==> src/rtl/mram_march_bist_if.sv <==
// rtl/mram_march_bist_if.sv - MRAM bank bus between the March BIST engine and the bank
//
// Purpose : bundles the bank-side signals of one MRAM word bank.
// Signals : A     - address low bits (2)
//           X     - address high bits (8)
//           CEB   - chip enable, active low
//           WEB   - write enable, 0 = write, 1 = read
//           BEN   - byte-lane enables, 1 = lane enabled
//           Din   - write data (TOTAL_WIDTH)
//           MEM_Q - read data from the bank (TOTAL_WIDTH)
// Modports: master = BIST engine side, slave = bank side.
interface mram_march_bist_if #(
  parameter int TOTAL_WIDTH = 52
);
  logic [1:0]             A;
  logic [7:0]             X;
  logic                   CEB;
  logic                   WEB;
  logic [3:0]             BEN;
  logic [TOTAL_WIDTH-1:0] Din;
  logic [TOTAL_WIDTH-1:0] MEM_Q;

  modport master (
    output A, X, CEB, WEB, BEN, Din,
    input  MEM_Q
  );

  modport slave (
    input  A, X, CEB, WEB, BEN, Din,
    output MEM_Q
  );
endinterface

==> src/rtl/mram_march_bist.sv <==
// rtl/mram_march_bist.sv - March C- built-in self test engine for one MRAM word bank
//
// Purpose : runs March C- (up w0; up r0,w1; up r1,w0; down r0,w1; down r1,w0; up r0)
//           over every word of the bank, counting mismatching reads and capturing
//           the first failure.
// Ports   : CLK       - clock, rising edge
//           RSTB      - asynchronous active-low reset
//           START     - test start request, honoured only in IDLE
//           ABORT     - terminates a running test, wins over START
//           BUSY      - high while a test runs
//           DONE      - one-cycle completion pulse
//           PASS      - test result, valid from DONE until the next accepted START
//           FAIL_CNT  - saturating count of mismatching reads
//           FAIL_ADDR - word address of the first mismatch
//           FAIL_ELEM - March element (0..5) of the first mismatch
//           FAIL_SYN  - MEM_Q XOR expected word at the first mismatch
//           bank      - bank bus (A, X, CEB, WEB, BEN, Din, MEM_Q), master side
module mram_march_bist #(
  parameter int ADDR_WIDTH  = 10,
  parameter int TOTAL_WIDTH = 52,
  parameter int ACC_CYC     = 4
) (
  input  logic                   CLK,
  input  logic                   RSTB,
  input  logic                   START,
  input  logic                   ABORT,
  output logic                   BUSY,
  output logic                   DONE,
  output logic                   PASS,
  output logic [7:0]             FAIL_CNT,
  output logic [ADDR_WIDTH-1:0]  FAIL_ADDR,
  output logic [2:0]             FAIL_ELEM,
  output logic [TOTAL_WIDTH-1:0] FAIL_SYN,
  mram_march_bist_if.master      bank
);

  typedef enum logic [1:0] {
    IDLE = 2'd0,
    OP   = 2'd1,
    GAP  = 2'd2,
    FIN  = 2'd3
  } state_t;

  localparam logic [3:0]            LAST_CYC = 4'(ACC_CYC - 1);
  localparam logic [ADDR_WIDTH-1:0] ADDR_MAX = '1;
  localparam logic [ADDR_WIDTH-1:0] ADDR_ONE = {{(ADDR_WIDTH-1){1'b0}}, 1'b1};

  state_t                 r_state;
  logic [2:0]             r_elem;
  logic                   r_sub;
  logic [ADDR_WIDTH-1:0]  r_addr;
  logic [3:0]             r_cyc;
  logic                   r_ceb;
  logic                   r_web;
  logic [3:0]             r_ben;
  logic [TOTAL_WIDTH-1:0] r_din;
  logic                   r_busy;
  logic                   r_done;
  logic                   r_pass;
  logic [7:0]             r_fail_cnt;
  logic [ADDR_WIDTH-1:0]  r_fail_addr;
  logic [2:0]             r_fail_elem;
  logic [TOTAL_WIDTH-1:0] r_fail_syn;

  // Operation code of (element, sub-operation): [1] = write, [0] = data bit.
  // Elements 0 and 5 have a single op; the others are read-then-write.
  function automatic logic [1:0] op_code(input logic [2:0] elem, input logic sub);
    case (elem)
      3'd0:       op_code = 2'b10;
      3'd1, 3'd3: op_code = {sub, sub};
      3'd2, 3'd4: op_code = {sub, ~sub};
      default:    op_code = 2'b00;
    endcase
  endfunction

  logic [1:0]             w_cur_op;
  logic [1:0]             w_nxt_op;
  logic                   w_is_down;
  logic                   w_last_sub;
  logic                   w_last_addr;
  logic [2:0]             w_nxt_elem;
  logic                   w_nxt_sub;
  logic [ADDR_WIDTH-1:0]  w_nxt_addr;
  logic                   w_test_end;
  logic [TOTAL_WIDTH-1:0] w_syn;
  logic                   w_mismatch;
  logic [9:0]             w_addr_ext;

  assign w_cur_op    = op_code(r_elem, r_sub);
  assign w_is_down   = (r_elem == 3'd3) || (r_elem == 3'd4);
  assign w_last_sub  = (r_elem == 3'd0) || (r_elem == 3'd5) || r_sub;
  assign w_last_addr = w_is_down ? (r_addr == '0) : (r_addr == ADDR_MAX);

  // Sequencing of the next operation, evaluated while in GAP.
  always_comb begin
    w_nxt_elem = r_elem;
    w_nxt_sub  = 1'b0;
    w_nxt_addr = r_addr;
    w_test_end = 1'b0;
    if (!w_last_sub) begin
      w_nxt_sub = 1'b1;
    end else if (!w_last_addr) begin
      w_nxt_addr = w_is_down ? (r_addr - ADDR_ONE) : (r_addr + ADDR_ONE);
    end else if (r_elem == 3'd5) begin
      w_test_end = 1'b1;
    end else begin
      // Element boundary: reload the counter for the new direction.
      w_nxt_elem = r_elem + 3'd1;
      w_nxt_addr = ((w_nxt_elem == 3'd3) || (w_nxt_elem == 3'd4)) ? ADDR_MAX : '0;
    end
  end

  assign w_nxt_op   = op_code(w_nxt_elem, w_nxt_sub);
  assign w_syn      = bank.MEM_Q ^ {TOTAL_WIDTH{w_cur_op[0]}};
  assign w_mismatch = |w_syn;

  // Word address is presented as {X, A}; unused high X bits stay zero.
  always_comb begin
    w_addr_ext = '0;
    w_addr_ext[ADDR_WIDTH-1:0] = r_addr;
  end

  always_ff @(posedge CLK or negedge RSTB) begin
    if (!RSTB) begin
      r_state     <= IDLE;
      r_elem      <= 3'd0;
      r_sub       <= 1'b0;
      r_addr      <= '0;
      r_cyc       <= 4'd0;
      r_ceb       <= 1'b1;
      r_web       <= 1'b1;
      r_ben       <= 4'b0000;
      r_din       <= '0;
      r_busy      <= 1'b0;
      r_done      <= 1'b0;
      r_pass      <= 1'b0;
      r_fail_cnt  <= 8'd0;
      r_fail_addr <= '0;
      r_fail_elem <= 3'd0;
      r_fail_syn  <= '0;
    end else begin
      case (r_state)
        IDLE: begin
          if (START && !ABORT) begin
            r_state     <= OP;
            r_elem      <= 3'd0;
            r_sub       <= 1'b0;
            r_addr      <= '0;
            r_cyc       <= 4'd0;
            r_ceb       <= 1'b0;
            r_web       <= 1'b0;
            r_ben       <= 4'b1111;
            r_din       <= '0;
            r_busy      <= 1'b1;
            r_pass      <= 1'b0;
            r_fail_cnt  <= 8'd0;
            r_fail_addr <= '0;
            r_fail_elem <= 3'd0;
            r_fail_syn  <= '0;
          end
        end

        OP: begin
          if (ABORT) begin
            r_state <= IDLE;
            r_ceb   <= 1'b1;
            r_web   <= 1'b1;
            r_ben   <= 4'b0000;
            r_busy  <= 1'b0;
            r_done  <= 1'b0;
            r_pass  <= 1'b0;
          end else if (r_cyc == LAST_CYC) begin
            r_state <= GAP;
            r_ceb   <= 1'b1;
            r_web   <= 1'b1;
            r_ben   <= 4'b0000;
            // MEM_Q is only looked at here, on the last cycle of a read.
            if (!w_cur_op[1] && w_mismatch) begin
              if (r_fail_cnt != 8'hFF) begin
                r_fail_cnt <= r_fail_cnt + 8'd1;
              end
              if (r_fail_cnt == 8'd0) begin
                r_fail_addr <= r_addr;
                r_fail_elem <= r_elem;
                r_fail_syn  <= w_syn;
              end
            end
          end else begin
            r_cyc <= r_cyc + 4'd1;
          end
        end

        GAP: begin
          if (ABORT) begin
            r_state <= IDLE;
            r_ceb   <= 1'b1;
            r_web   <= 1'b1;
            r_ben   <= 4'b0000;
            r_busy  <= 1'b0;
            r_done  <= 1'b0;
            r_pass  <= 1'b0;
          end else if (w_test_end) begin
            r_state <= FIN;
            r_busy  <= 1'b0;
            r_done  <= 1'b1;
            r_pass  <= (r_fail_cnt == 8'd0);
          end else begin
            r_state <= OP;
            r_elem  <= w_nxt_elem;
            r_sub   <= w_nxt_sub;
            r_addr  <= w_nxt_addr;
            r_cyc   <= 4'd0;
            r_ceb   <= 1'b0;
            r_web   <= ~w_nxt_op[1];
            r_ben   <= 4'b1111;
            r_din   <= {TOTAL_WIDTH{w_nxt_op[0]}};
          end
        end

        FIN: begin
          r_state <= IDLE;
          r_done  <= 1'b0;
          if (ABORT) begin
            r_pass <= 1'b0;
          end
        end

        default: begin
          r_state <= IDLE;
        end
      endcase
    end
  end

  assign BUSY      = r_busy;
  assign DONE      = r_done;
  assign PASS      = r_pass;
  assign FAIL_CNT  = r_fail_cnt;
  assign FAIL_ADDR = r_fail_addr;
  assign FAIL_ELEM = r_fail_elem;
  assign FAIL_SYN  = r_fail_syn;

  assign bank.A    = w_addr_ext[1:0];
  assign bank.X    = w_addr_ext[9:2];
  assign bank.CEB  = r_ceb;
  assign bank.WEB  = r_web;
  assign bank.BEN  = r_ben;
  assign bank.Din  = r_din;

endmodule

==> src/flat_wrapper.sv <==
// flat-port wrapper written by rule: the top's interface ports become plain ports
module mram_march_bist_flat 
#(
  parameter int ADDR_WIDTH  = 10,
  parameter int TOTAL_WIDTH = 52,
  parameter int ACC_CYC     = 4
)
  (CLK, RSTB, START, ABORT, BUSY, DONE, PASS, FAIL_CNT, FAIL_ADDR, FAIL_ELEM, FAIL_SYN, bank_A, bank_X, bank_CEB, bank_WEB, bank_BEN, bank_Din, bank_MEM_Q);
  mram_march_bist_if #(.TOTAL_WIDTH(TOTAL_WIDTH)) bank_i ();
  input  logic CLK;
  input  logic RSTB;
  input  logic START;
  input  logic ABORT;
  output logic BUSY;
  output logic DONE;
  output logic PASS;
  output logic [7:0] FAIL_CNT;
  output logic [ADDR_WIDTH-1:0] FAIL_ADDR;
  output logic [2:0] FAIL_ELEM;
  output logic [TOTAL_WIDTH-1:0] FAIL_SYN;
  output wire logic [$bits(bank_i.A)-1:0] bank_A;
  output wire logic [$bits(bank_i.X)-1:0] bank_X;
  output wire logic [$bits(bank_i.CEB)-1:0] bank_CEB;
  output wire logic [$bits(bank_i.WEB)-1:0] bank_WEB;
  output wire logic [$bits(bank_i.BEN)-1:0] bank_BEN;
  output wire logic [$bits(bank_i.Din)-1:0] bank_Din;
  input wire logic [$bits(bank_i.MEM_Q)-1:0] bank_MEM_Q;
  assign bank_A = bank_i.A;
  assign bank_X = bank_i.X;
  assign bank_CEB = bank_i.CEB;
  assign bank_WEB = bank_i.WEB;
  assign bank_BEN = bank_i.BEN;
  assign bank_Din = bank_i.Din;
  assign bank_i.MEM_Q = bank_MEM_Q;
  mram_march_bist #(.ADDR_WIDTH(ADDR_WIDTH), .TOTAL_WIDTH(TOTAL_WIDTH), .ACC_CYC(ACC_CYC)) u_core (.CLK(CLK), .RSTB(RSTB), .START(START), .ABORT(ABORT), .BUSY(BUSY), .DONE(DONE), .PASS(PASS), .FAIL_CNT(FAIL_CNT), .FAIL_ADDR(FAIL_ADDR), .FAIL_ELEM(FAIL_ELEM), .FAIL_SYN(FAIL_SYN), .bank(bank_i));
endmodule
==> config.mk <==
export PLATFORM = sky130hd
export DESIGN_NAME = mram_march_bist_flat
export DESIGN_NICKNAME = d
export VERILOG_FILES = /design/src/rtl/mram_march_bist_if.sv /design/src/rtl/mram_march_bist.sv /design/src/flat_wrapper.sv
export SDC_FILE = /design/constraint.sdc
export NUM_CORES = 1
export LEC_CHECK = 0
export ABC_AREA = 0
export CAP_MARGIN = 15
export CORE_MARGIN = 4
export CORE_UTILIZATION = 44
export CTS_BUF_LIST = sky130_fd_sc_hd__clkbuf_16
export CTS_CLUSTER_DIAMETER = 100
export DETAILED_ROUTE_END_ITERATION = 12
export GPL_TIMING_DRIVEN = 0
export PLACE_DENSITY = 0.81
export SYNTH_ARGS = -nofsm -noshare
export SYNTH_HDL_FRONTEND = slang
export SYNTH_SLANG_ARGS = --single-unit
==> constraint.sdc <==
create_clock -name CLK -period 3 [get_ports CLK]
set_input_delay 0.75 -clock CLK [delete_from_list [all_inputs] [get_ports CLK]]
set_output_delay 0.75 -clock CLK [all_outputs]
set_load 0.005 [all_outputs]
==> summary.md <==
| Metric | Value |
|---|---|
| Io pins | 200 |
| Commonest non-fill, non-tap cell in the layout | clkdlybuf4s50_1 |
| Compound-Gate Fraction of Synth Area | 9.93% |
| HPWL Detailed | 14100 µm |
| CP max stage delay | 0.57 ns |
| Via count of the routed design | 5894 |
| CP Max Fanout | 10 |
| Max Freq | 342 MHz |
| Flop-to-flop setup slack | 0.11 ns |
| Number of synthesized flops with an enable pin | 0 |
| Sw frac | 35.6% |
| Synth-to-Final Area Change | 40.9% |
| Synth async-reset ratio | 100% |
| H-tree levels | 3 |
| Reg power frac | 35.1% |
| Fin crit share | 97.6% |
| WL final | 18900 µm |
| Distinct cells, synth | 69 |
| Number of antenna violations at the first check in global routing | 1 |
| Mapped Area | 0.00667 mm² |
| Ys flop type | dfrtp_1 |
| Worst IR Drop VDD | 0.000401 V |
| Number of vias per cell | 5.20 |
| CTS Hold Buffers Added | 0 |
| Critical path data arrival time | 3.19 ns |
| Port Buffers | 198 |
| Min-delay worst type | in -> async |
| Reg2Reg Depth | 10 |
| Detail Route Antenna Nets | 0 |
| Synth Area in Adders | 4.43% |
| Post-Synth XOR/XNOR Area | 7.62% |
| TritonCTS buffer count | 9 |
| Comb pwr share | 46.7% |
| Critical path endpoint category | register |
| Sequential area share after synthesis | 37.6% |
| Final-report max-slew violation count | 0 |
| PD cells | 610 mW/mm² |
| Crit Path Class | in -> reg |
| Clock transition at path regs | 0.06 ns |
| Post-Place Cells | 1110 |
| Slew HR | 49.4% |
| Clock Path Buffers | 2 |
| Crit-path cells | clkdlybuf4s50_1 > nor4_2 > nand4_1 > or4_4 > mux2i_4 > o32ai_4 > nand2_2 > buf_12 > buf_12 > mux2i_2 |
| Initial Utilization | 45.4% |
| GRT Residual Overflow | 0 |
| Clock skew | 0.00876 ns |
| Global-route usage over all layers | 21.5% |
| Total iterations of the first detailed-routing run | 5 |
| DIE WIDTH | 131 µm |
| Status | finished clean |
| Die H | 131 µm |
| Slowest cell on the critical path | or4_4 |
| Routed len/inst | 16.7 µm |
| Root Buffer | clkbuf_16 |
| Main combinational cell family by area after synthesis | simple AND/OR/NAND/NOR gates |
| Internal | 3.69 mW |
| Worst EP required | 3.27 ns |
| Mux contribution to synthesized area | 10.6% |
| Most frequent cells in the layout | clkdlybuf4s50_1 (178), nand2_1 (104), dfrtp_1 (95) |
| Core Region | 0.0147 mm² |
| Max-cap violations | 0 |
| 1st-iter DRT viols | 330 |
| Gpl congestion | 0.934 |
| Crit path buf inv count | 3 |
| Pwr Total | 5.73 mW |
| Startpoint Class | input port |
| Min cycle time layout | 2.93 ns |
| Cells after synthesis | 726 |
| #FFs+latches synth | 100 |
| Reg2reg end | u_core.r_addr[9]$_DFFE_PN0P_ |
| Clock share of power | 18.2% |
| Syn Nets | 805 |
| Final Hold Viols | 0 |
| Actual slew at the worst max-slew pin | 0.759 ns |
| Ys Warns | 0 |
| DRC viols | 0 |
| NetSw | 2.04 mW |
| Worst reg2reg path startpoint | u_core.r_elem[1]$_DFFE_PN0P_ |
| Post-synthesis simple-gate area fraction | 16.3% |
| Vias in the first global route | 5871 |
| Clock Latency Late Sink | 0.36 ns |
| Rows | 44 |
| Top delay family on crit path | simple AND/OR/NAND/NOR gates |
| Die area | 0.0172 mm² |
| Most frequent CP cell | buf_12 |
| Lkg Pwr | 4.65 nW |
| Share of layout cells above drive strength 1 | 13.4% |
| Global-route wire length before repair | 30300 µm |
| Avg Cell Area, Syn | 9.18 µm² |
| CTS tree | yes |
| Non-Filler Instances | 1134 |
| Post-layout nets | 1025 |
| Pin count of the biggest net entering global routing | 54 |
| Final setup violation count | 0 |
| Clock Sinks | 100 |
==> stage by stage <==
stage	setup TNS (ns)	util (%)	worst slack, ns	hold slack, ns	area, µm²
floorplan	0	-	0.0909	0.454	6670
global route	-2.35	63.9	-0.0865	0.476	9400
CTS	0	63.2	0.00286	0.446	9290
detailed placement	-61.67	60.8	-0.935	0.477	8930
finish	0	63.9	0.0726	0.426	9400
global placement	-317.43	60.4	-2.66	0.461	8880
==> power by group through the flow <==
stage	combinational [mW]	sequential [mW]	clock [mW]
after floorplan	1.35	2.03	0
after global placement	2.54	2.01	0
after detailed placement	2.61	2.03	0
after CTS	2.65	2.01	1.05
after global routing	2.90	2.06	1.12
final	2.67	2.01	1.05
==> state kept, by name (all words and copies together), names as in the netlist, 2 cells and up <==
| name | flops |
|---|---|
| u_core.FAIL_ADDR | 10 |
| u_core.FAIL_CNT | 8 |
| u_core.FAIL_ELEM | 3 |
| u_core.FAIL_SYN | 52 |
| u_core.r_addr | 10 |
| u_core.r_cyc | 4 |
| u_core.r_elem | 3 |
| u_core.r_state | 2 |
==> Yosys cell counts, types with 3 or more instances <==
cell      number  area (µm²)
xnor2_1        5        43.8
nor3_1        13        65.1
nand4_1       20         125
xor2_1        53         464
inv_1         77         289
a21o_1         7        52.6
nor4_1        24         150
nor2b_1        7        43.8
o41ai_1        4        35.0
and3_1         3        18.8
nand2_1      105         394
buf_2          3        15.0
o21ai_0       18        90.1
buf_1          5        18.8
ha_1          22         275
nand3_1       13        65.1
clkbuf_1      12        45.0
mux2i_1       68         681
buf_4         55         413
nor2_1        27         101
dfrtp_1       98        2450
buf_12         6         120
a22o_1         7        61.3
o21a_1         6        45.0
a21oi_1       11        55.1
o31ai_1        4        30.0
==> how the worst max path moves through the flow <==
stage	start	to	slack (ns)	cells past startpoint
after global routing	bank_MEM_Q[42]	u_core.FAIL_SYN[19]$_DFFE_PN0P_	-0.09	10
final	bank_MEM_Q[49]	u_core.FAIL_SYN[22]$_DFFE_PN0P_	0.07	10
after global placement	RSTB	u_core.r_addr[6]$_DFFE_PN0P_	-2.66	1
after floorplan	u_core.r_elem[0]$_DFFE_PN0P_	u_core.bank.WEB$_DFFE_PN1P_	0.09	9
after CTS	bank_MEM_Q[7]	u_core.FAIL_SYN[19]$_DFFE_PN0P_	0.003	10
after detailed placement	bank_MEM_Q[30]	u_core.FAIL_SYN[28]$_DFFE_PN0P_	-0.94	10
==> final cells by class <==
cell class	instances	area [µm²]
antenna	1	2.50
buffer	81	613
clock buffer	9	225
clock inverter	5	23.8
fill	1196	5300
inverter	78	293
multi-input combinational	467	3390
sequential	100	2510
tap	184	230
timing repair buffer	209	2110
==> kinds of logic (layout without fill, tap and decap cells) <==
| logic type | Yosys count | after routing |
|---|---|---|
| multiplexers | 70 | 70 |
| other | 0 | 1 |
| XOR/XNOR | 58 | 58 |
| AND/OR/NAND/NOR | 228 | 228 |
| flip-flops | 100 | 100 |
| adder cells (fa/ha/maj) | 23 | 23 |
| AO/OA/AOI/OAI | 88 | 88 |
| buffers and inverters | 159 | 382 |
==> metal layers <==
metal	wire length [µm]	vias to the layer above	global-route usage, %
li1	-	2855	-
met1	7940	2826	26.8
met2	9400	170	36.8
met3	872	43	4.13
met4	683	0	8.81
met5	0	-	0
==> timing repair <==
action,4_1_cts,5_1_grt
buffers inserted,6,3
endpoints found under the setup margin,89,87
pin swaps,8,13
resized for setup,24,27
(Power assumes the default switching activity.)
